<file path="src/rtl/led_fader.sv">
// led_fader: turns the on/off LED pattern from the PIO export into PWM
// fade-in / fade-out per LED. Each channel ramps its brightness level by one
// step per prescaler tick toward full-on or full-off. With enable low the
// pattern passes straight through (bypass). busy flags any channel still fading.
module led_fader #(
    parameter int NUM_LEDS  = 8,
    parameter int PWM_BITS  = 8,
    parameter int MAX_LEVEL = 255,
    parameter int STEP_DIV  = 50000
) (
    input  logic                clk_clk,
    input  logic                reset_reset,
    input  logic [NUM_LEDS-1:0] leds_in,
    input  logic                enable,
    output logic [NUM_LEDS-1:0] leds_out,
    output logic                busy
);

    localparam int                  PRESC_W    = (STEP_DIV > 2) ? $clog2(STEP_DIV) : 1;
    localparam logic [PRESC_W-1:0]  PRESC_LAST = PRESC_W'(STEP_DIV - 1);
    localparam logic [PWM_BITS-1:0] LVL_MAX    = PWM_BITS'(MAX_LEVEL);
    localparam logic [PWM_BITS-1:0] LVL_ZERO   = PWM_BITS'(0);
    localparam logic [PWM_BITS-1:0] PWM_LAST   = PWM_BITS'(MAX_LEVEL - 1);

    // Channel state travels alongside its level: OFF/ON are the settled
    // endpoints, RISING/FALLING are the fade directions.
    typedef enum logic [1:0] {
        S_OFF     = 2'd0,
        S_RISING  = 2'd1,
        S_ON      = 2'd2,
        S_FALLING = 2'd3
    } fade_state_t;

    // Brightness moves one step up, saturating at full brightness.
    function automatic logic [PWM_BITS-1:0] sat_inc(input logic [PWM_BITS-1:0] lvl);
        return (lvl == LVL_MAX) ? LVL_MAX : lvl + PWM_BITS'(1);
    endfunction

    // Brightness moves one step down, saturating at zero.
    function automatic logic [PWM_BITS-1:0] sat_dec(input logic [PWM_BITS-1:0] lvl);
        return (lvl == LVL_ZERO) ? LVL_ZERO : lvl - PWM_BITS'(1);
    endfunction

    // Full-on or full-off level requested by one synchronised pattern bit.
    function automatic logic [PWM_BITS-1:0] target_of(input logic on);
        return on ? LVL_MAX : LVL_ZERO;
    endfunction

    logic [NUM_LEDS-1:0] tgt_p0;
    logic [NUM_LEDS-1:0] tgt;
    logic                en_p0;
    logic                en_s;

    logic [PWM_BITS-1:0] pwm_cnt;
    logic [PRESC_W-1:0]  presc;
    logic                tick;

    fade_state_t         state     [NUM_LEDS];
    fade_state_t         state_nxt [NUM_LEDS];
    logic [PWM_BITS-1:0] level     [NUM_LEDS];
    logic [PWM_BITS-1:0] level_nxt [NUM_LEDS];
    logic                mismatch;

    // Two-flop synchronisers for the pattern and the enable from software.
    always_ff @(posedge clk_clk or posedge reset_reset) begin
        if (reset_reset) begin
            tgt_p0 <= '0;
            tgt    <= '0;
            en_p0  <= 1'b0;
            en_s   <= 1'b0;
        end else begin
            tgt_p0 <= leds_in;
            tgt    <= tgt_p0;
            en_p0  <= enable;
            en_s   <= en_p0;
        end
    end

    // Free-running PWM counter, period MAX_LEVEL so level MAX is always on.
    always_ff @(posedge clk_clk or posedge reset_reset) begin
        if (reset_reset) begin
            pwm_cnt <= '0;
        end else if (pwm_cnt == PWM_LAST) begin
            pwm_cnt <= '0;
        end else begin
            pwm_cnt <= pwm_cnt + PWM_BITS'(1);
        end
    end

    // Prescaler that paces the brightness steps.
    always_ff @(posedge clk_clk or posedge reset_reset) begin
        if (reset_reset) begin
            presc <= '0;
        end else if (presc == PRESC_LAST) begin
            presc <= '0;
        end else begin
            presc <= presc + PRESC_W'(1);
        end
    end

    assign tick = (presc == PRESC_LAST);

    // Per-channel fade FSM: pick direction from the current target, step on tick.
    always_comb begin
        for (int i = 0; i < NUM_LEDS; i++) begin
            state_nxt[i] = state[i];
            level_nxt[i] = level[i];
            if (!en_s) begin
                // Bypass snaps straight to the endpoint so re-enabling shows no fade.
                level_nxt[i] = target_of(tgt[i]);
                state_nxt[i] = tgt[i] ? S_ON : S_OFF;
            end else begin
                case (state[i])
                    S_OFF: begin
                        if (tgt[i]) begin
                            state_nxt[i] = S_RISING;
                            if (tick) level_nxt[i] = sat_inc(level[i]);
                        end
                    end
                    S_ON: begin
                        if (!tgt[i]) begin
                            state_nxt[i] = S_FALLING;
                            if (tick) level_nxt[i] = sat_dec(level[i]);
                        end
                    end
                    S_RISING: begin
                        if (tgt[i]) begin
                            if (tick) level_nxt[i] = sat_inc(level[i]);
                        end else begin
                            // Reversal resumes from the current level, no jump.
                            state_nxt[i] = S_FALLING;
                            if (tick) level_nxt[i] = sat_dec(level[i]);
                        end
                    end
                    S_FALLING: begin
                        if (!tgt[i]) begin
                            if (tick) level_nxt[i] = sat_dec(level[i]);
                        end else begin
                            state_nxt[i] = S_RISING;
                            if (tick) level_nxt[i] = sat_inc(level[i]);
                        end
                    end
                    default: begin
                        state_nxt[i] = S_OFF;
                    end
                endcase
                // A fade that lands on its endpoint settles there.
                if (tgt[i] && (level_nxt[i] == LVL_MAX)) begin
                    state_nxt[i] = S_ON;
                end else if (!tgt[i] && (level_nxt[i] == LVL_ZERO)) begin
                    state_nxt[i] = S_OFF;
                end
            end
        end
    end

    // Per-channel state and level registers.
    always_ff @(posedge clk_clk or posedge reset_reset) begin
        if (reset_reset) begin
            for (int i = 0; i < NUM_LEDS; i++) begin
                state[i] <= S_OFF;
                level[i] <= '0;
            end
        end else begin
            for (int i = 0; i < NUM_LEDS; i++) begin
                state[i] <= state_nxt[i];
                level[i] <= level_nxt[i];
            end
        end
    end

    // Any channel whose level has not yet reached its target.
    always_comb begin
        mismatch = 1'b0;
        for (int i = 0; i < NUM_LEDS; i++) begin
            mismatch = mismatch | (level[i] != target_of(tgt[i]));
        end
    end

    // Registered LED drive: PWM compare in fade mode, raw pattern in bypass.
    always_ff @(posedge clk_clk or posedge reset_reset) begin
        if (reset_reset) begin
            leds_out <= '0;
        end else begin
            for (int i = 0; i < NUM_LEDS; i++) begin
                leds_out[i] <= en_s ? (level[i] > pwm_cnt) : tgt[i];
            end
        end
    end

    // busy ignores the one-cycle bypass catch-up, which is never a visible fade.
    always_ff @(posedge clk_clk or posedge reset_reset) begin
        if (reset_reset) begin
            busy <= 1'b0;
        end else begin
            busy <= en_s & mismatch;
        end
    end

endmodule

</file>
<file path="config.mk">
export PLATFORM = sky130hd
export DESIGN_NAME = led_fader
export DESIGN_NICKNAME = d
export VERILOG_FILES = /design/src/rtl/led_fader.sv
export SDC_FILE = /design/constraint.sdc
export NUM_CORES = 1
export LEC_CHECK = 0
export ABC_AREA = 1
export BUFFER_PORTS_ARGS = -buffer_cell sky130_fd_sc_hd__buf_2
export CAP_MARGIN = 0
export CORE_MARGIN = 1
export CORE_UTILIZATION = 58
export DETAILED_ROUTE_END_ITERATION = 10
export GPL_TIMING_DRIVEN = 0
export PLACE_DENSITY_LB_ADDON = 0.15
export SLEW_MARGIN = 5
export SYNTH_ARGS = -nofsm -noshare
export SYNTH_HDL_FRONTEND = slang
export SYNTH_SLANG_ARGS = --single-unit
export TNS_END_PERCENT = 5
</file>
<file path="constraint.sdc">
create_clock -name clk_clk -period 4.18 [get_ports clk_clk]
set_input_delay 0.836 -clock clk_clk [delete_from_list [all_inputs] [get_ports clk_clk]]
set_output_delay 0.836 -clock clk_clk [all_outputs]
set_load 0.02 [all_outputs]
</file>
==> key figures <==
Drt
  • WL met3: 7500 um
  • DRC: 0
  • ANT nets after route: 0
  • Vias per cell: 6.14
  • Top Metal Used: met5
  • Met1 wire length: 22600 um
  • Drt pass-1 iters: 7
  • Initial detailed-routing violation count: 2192
  • Routed met2 length: 24500 um
  • Overall via count from detail_route: 18401
  • Routed WL: 58400 um
  • Routed wire length per instance: 19.5 um

Synthesis
  • Synthesized flop and latch total: 131
  • Fraction of registers with async set/reset: 100%
  • Syn nets: 2738
  • Syn avg cell area: 5.82 um^2
  • Commonest cells post-synth: nand2_1, nand3_1, nor2_1
  • Syn. warnings: 0
  • Post-Synthesis Cells: 2612
  • Post-synth EDFFs: 0
  • Yosys cell types: 49
  • Top post-synthesis cells by area: nand2_1, dfrtp_1, ha_1, nand3_1, nor2_1
  • Area share of the leading cell type in the synthesized netlist: 24.5%
  • Mapped Area: 0.0152 mm^2
  • Largest area contributor in the netlist: nand2_1
  • Top-count cell post-synth: nand2_1
  • Main flop type after synthesis: dfrtp_1
  • Register area share after synthesis: 21.6%

STA
  • Fmax: 290 MHz
  • Sum of negative setup slack: 0 ps
  • Worst slew margin: 15.9%
  • Slew @ Worst Pin: 1230 ps
  • Final Skew: 14.2 ps
  • Period utilisation layout: 82.4%
  • Setup violators final: 0
  • Final hold violations: 0
  • RSZ-0062 raised after global routing: no
  • Fin. max-slew vios: 0
  • Worst hold margin: 349 ps
  • Minimum clock period: 3450 ps

Worst setup path
  • Required time of the critical path: 4470 ps
  • Crit path max fanout: 10
  • Critical path buffers and inverters: 2
  • Crit path kind: flop to flop
  • CP startpoint: tgt[1]
  • Worst Setup Start Kind: flop
  • CP endpoint kind: flop
  • Reg2Reg Launch Point: tgt[1]
  • CP top delay family: compound AO/OA/AOI/OAI gates
  • Most Frequent Cell on Critical Path: nor2_1
  • Slowest cell delay on critical path: 990 ps
  • R2R depth: 9
  • Crit path DAT: 3740 ps
  • R2R Path End: busy
  • Critical-path cell list: clkinv_1, clkbuf_1, a21oi_1, a2111oi_0, o2111ai_1, nor4_1, nand3_1, nor2_1, nor2_1
  • Crit-path slowest cell: a2111oi_0
  • Worst setup path end: busy
  • Reg2reg setup slack: 730 ps
  • WP depth: 9

Global route
  • Largest net degree at the start of global routing: 40
  • Total grt overflow: 0
  • First-pass GRT wire length: 90000 um
  • Total Routing Usage GR: 43.8%
  • Number of global-route vias before repair: 16791
  • Initial antenna violation count: 2

Power and ir drop
  • Net Switching: 5.44 mW
  • Static Leakage: 8.69 nW
  • Peak VDD IR: 0.406 mV
  • Internal: 4.55 mW
  • Clock power frac: 15.5%
  • Power Density: 611 mW/mm^2
  • Comb pwr share: 64.8%
  • Switch share: 54.5%
  • Sequential share of power: 19.8%

Layout
  • Final instance area: 0.0164 mm^2
  • Multi-input logic area: 0.0104 mm^2
  • Share of cells above drive strength 1: 6.12%
  • Area delta synth->final: 7.50%
  • Diodes inserted: 0
  • Final nets: 2779
  • Filler Cell Count: 2489
  • Fin cells: 2995
  • Storage element area: 0.00328 mm^2
  • Final Core Density: 64.2%

Floorplanning
  • # IOs: 20
  • Core Area: 0.0255 mm^2
  • Starting Density: 59.7%
  • Die Y: 164 um
  • Die area: 0.0269 mm^2
  • Die width: 164 um
  • Site Rows: 58

Placement
  • Hpwl dp: 42300 um
  • # port buffers: 19
  • GP Congestion: 1.01
  • DP Area: 0.0158 mm^2
  • Post-Place Cells: 2964

Clocking
  • Worst skew pair latency: 430 ps
  • CTS Sinks: 131
  • Hold-fix buffers, CTS: 0
  • Setup bufs post-CTS: 0
  • Cts bufs inserted: 17
  • H-tree levels: 4
  • CTS Buffer Depth: 2
  • CTS root buf: clkbuf_16
  • Clock Pin Slew Worst Setup and Hold Paths: 70 ps
  • CTS tree: done
  • Resized cells post-CTS: 0

Worst hold path
  • HP Class: flop to flop

Flow run
  • MaxCap Viol Count: 0

Run status
  • Status: completed
## cell type report
| cell class | instances | area share (%) |
|---|---|---|
| multi-input combinational | 2119 | 63.6 |
| sequential | 131 | 20.0 |
| inverter | 238 | 5.49 |
| buffer | 124 | 3.87 |
| clock buffer | 19 | 2.65 |
| tap | 330 | 2.53 |
| timing repair buffer | 22 | 0.949 |
| clock inverter | 12 | 0.834 |
## power groups by stage
stage | logic, mW | registers [mW] | clock network [mW]
floorplan | 4.78 | 1.85 | 0
global placement | 6.02 | 1.96 | 0
detailed placement | 6.21 | 1.97 | 0
CTS | 6.25 | 1.95 | 1.55
global route | 7.24 | 2.00 | 1.59
finish | 6.47 | 1.98 | 1.55
## flip-flops by register name, summed over array words and instances, names as in the netlist
name	cells
presc	16
level	64
leds_out	8
en_p0	1
pwm_cnt	8
state	16
busy	1
tgt	8
en_s	1
tgt_p0	8
## cell usage in the layout, fill, tap and decap left out, types with 5 or more instances in the layout
master	n
nand2_2	8
o21ai_0	166
buf_1	7
nand4_1	43
a211oi_1	6
o21ai_1	20
ha_1	115
o221a_2	5
a21oi_1	154
o2111ai_1	12
xor2_1	18
nand3_2	6
clkinv_4	5
clkbuf_16	17
inv_2	5
nand3_1	254
buf_2	58
clkbuf_1	61
o211ai_1	16
dfrtp_1	131
nand2_1	994
buf_6	14
nor3_1	17
nor2_2	13
nor2_1	224
clkinv_1	11
or2_2	9
inv_1	221
## worst register-to-register path, delay by kind of cell, from the launching register on
kind	cells	cell delay, ps
flops	1	390
buf+inv	2	700
simple gates	4	760
compound gates	3	1440
## per-layer routing
layer | global-route usage, % | up-vias
li1 | - | 8617
met1 | 55.6 | 8287
met2 | 66.8 | 1218
met3 | 10.8 | 275
met4 | 26.9 | 4
met5 | 0 | -
## kinds of logic after synthesis
group | after synthesis | share of synthesized area, %
buffers and inverters | 362 | 10.0
flip-flops | 131 | 21.6
AO/OA/AOI/OAI | 405 | 14.8
adder cells (fa/ha/maj) | 115 | 9.46
XOR/XNOR | 18 | 1.04
AND/OR/NAND/NOR | 1581 | 43.1
## metrics by stage
stage          setup WS [ps]  power, mW
6_report                 735       10.0
5_1_grt                  606       10.8
4_1_cts                  917       9.75
3_5_place_dp             939       8.18
3_3_place_gp             762       7.97
2_1_floorplan           1720       6.64
## how the worst min path moves through the flow
stage	startpoint	endpoint	cells after the start
6_report	tgt_p0[5]	tgt[5]	0
5_1_grt	tgt_p0[5]	tgt[5]	0
4_1_cts	tgt_p0[5]	tgt[5]	0
3_5_place_dp	tgt_p0[4]	tgt[4]	0
3_3_place_gp	tgt_p0[0]	tgt[0]	0
2_1_floorplan	en_p0	en_s	0
No activity file was read; power rests on OpenSTA's default activity.
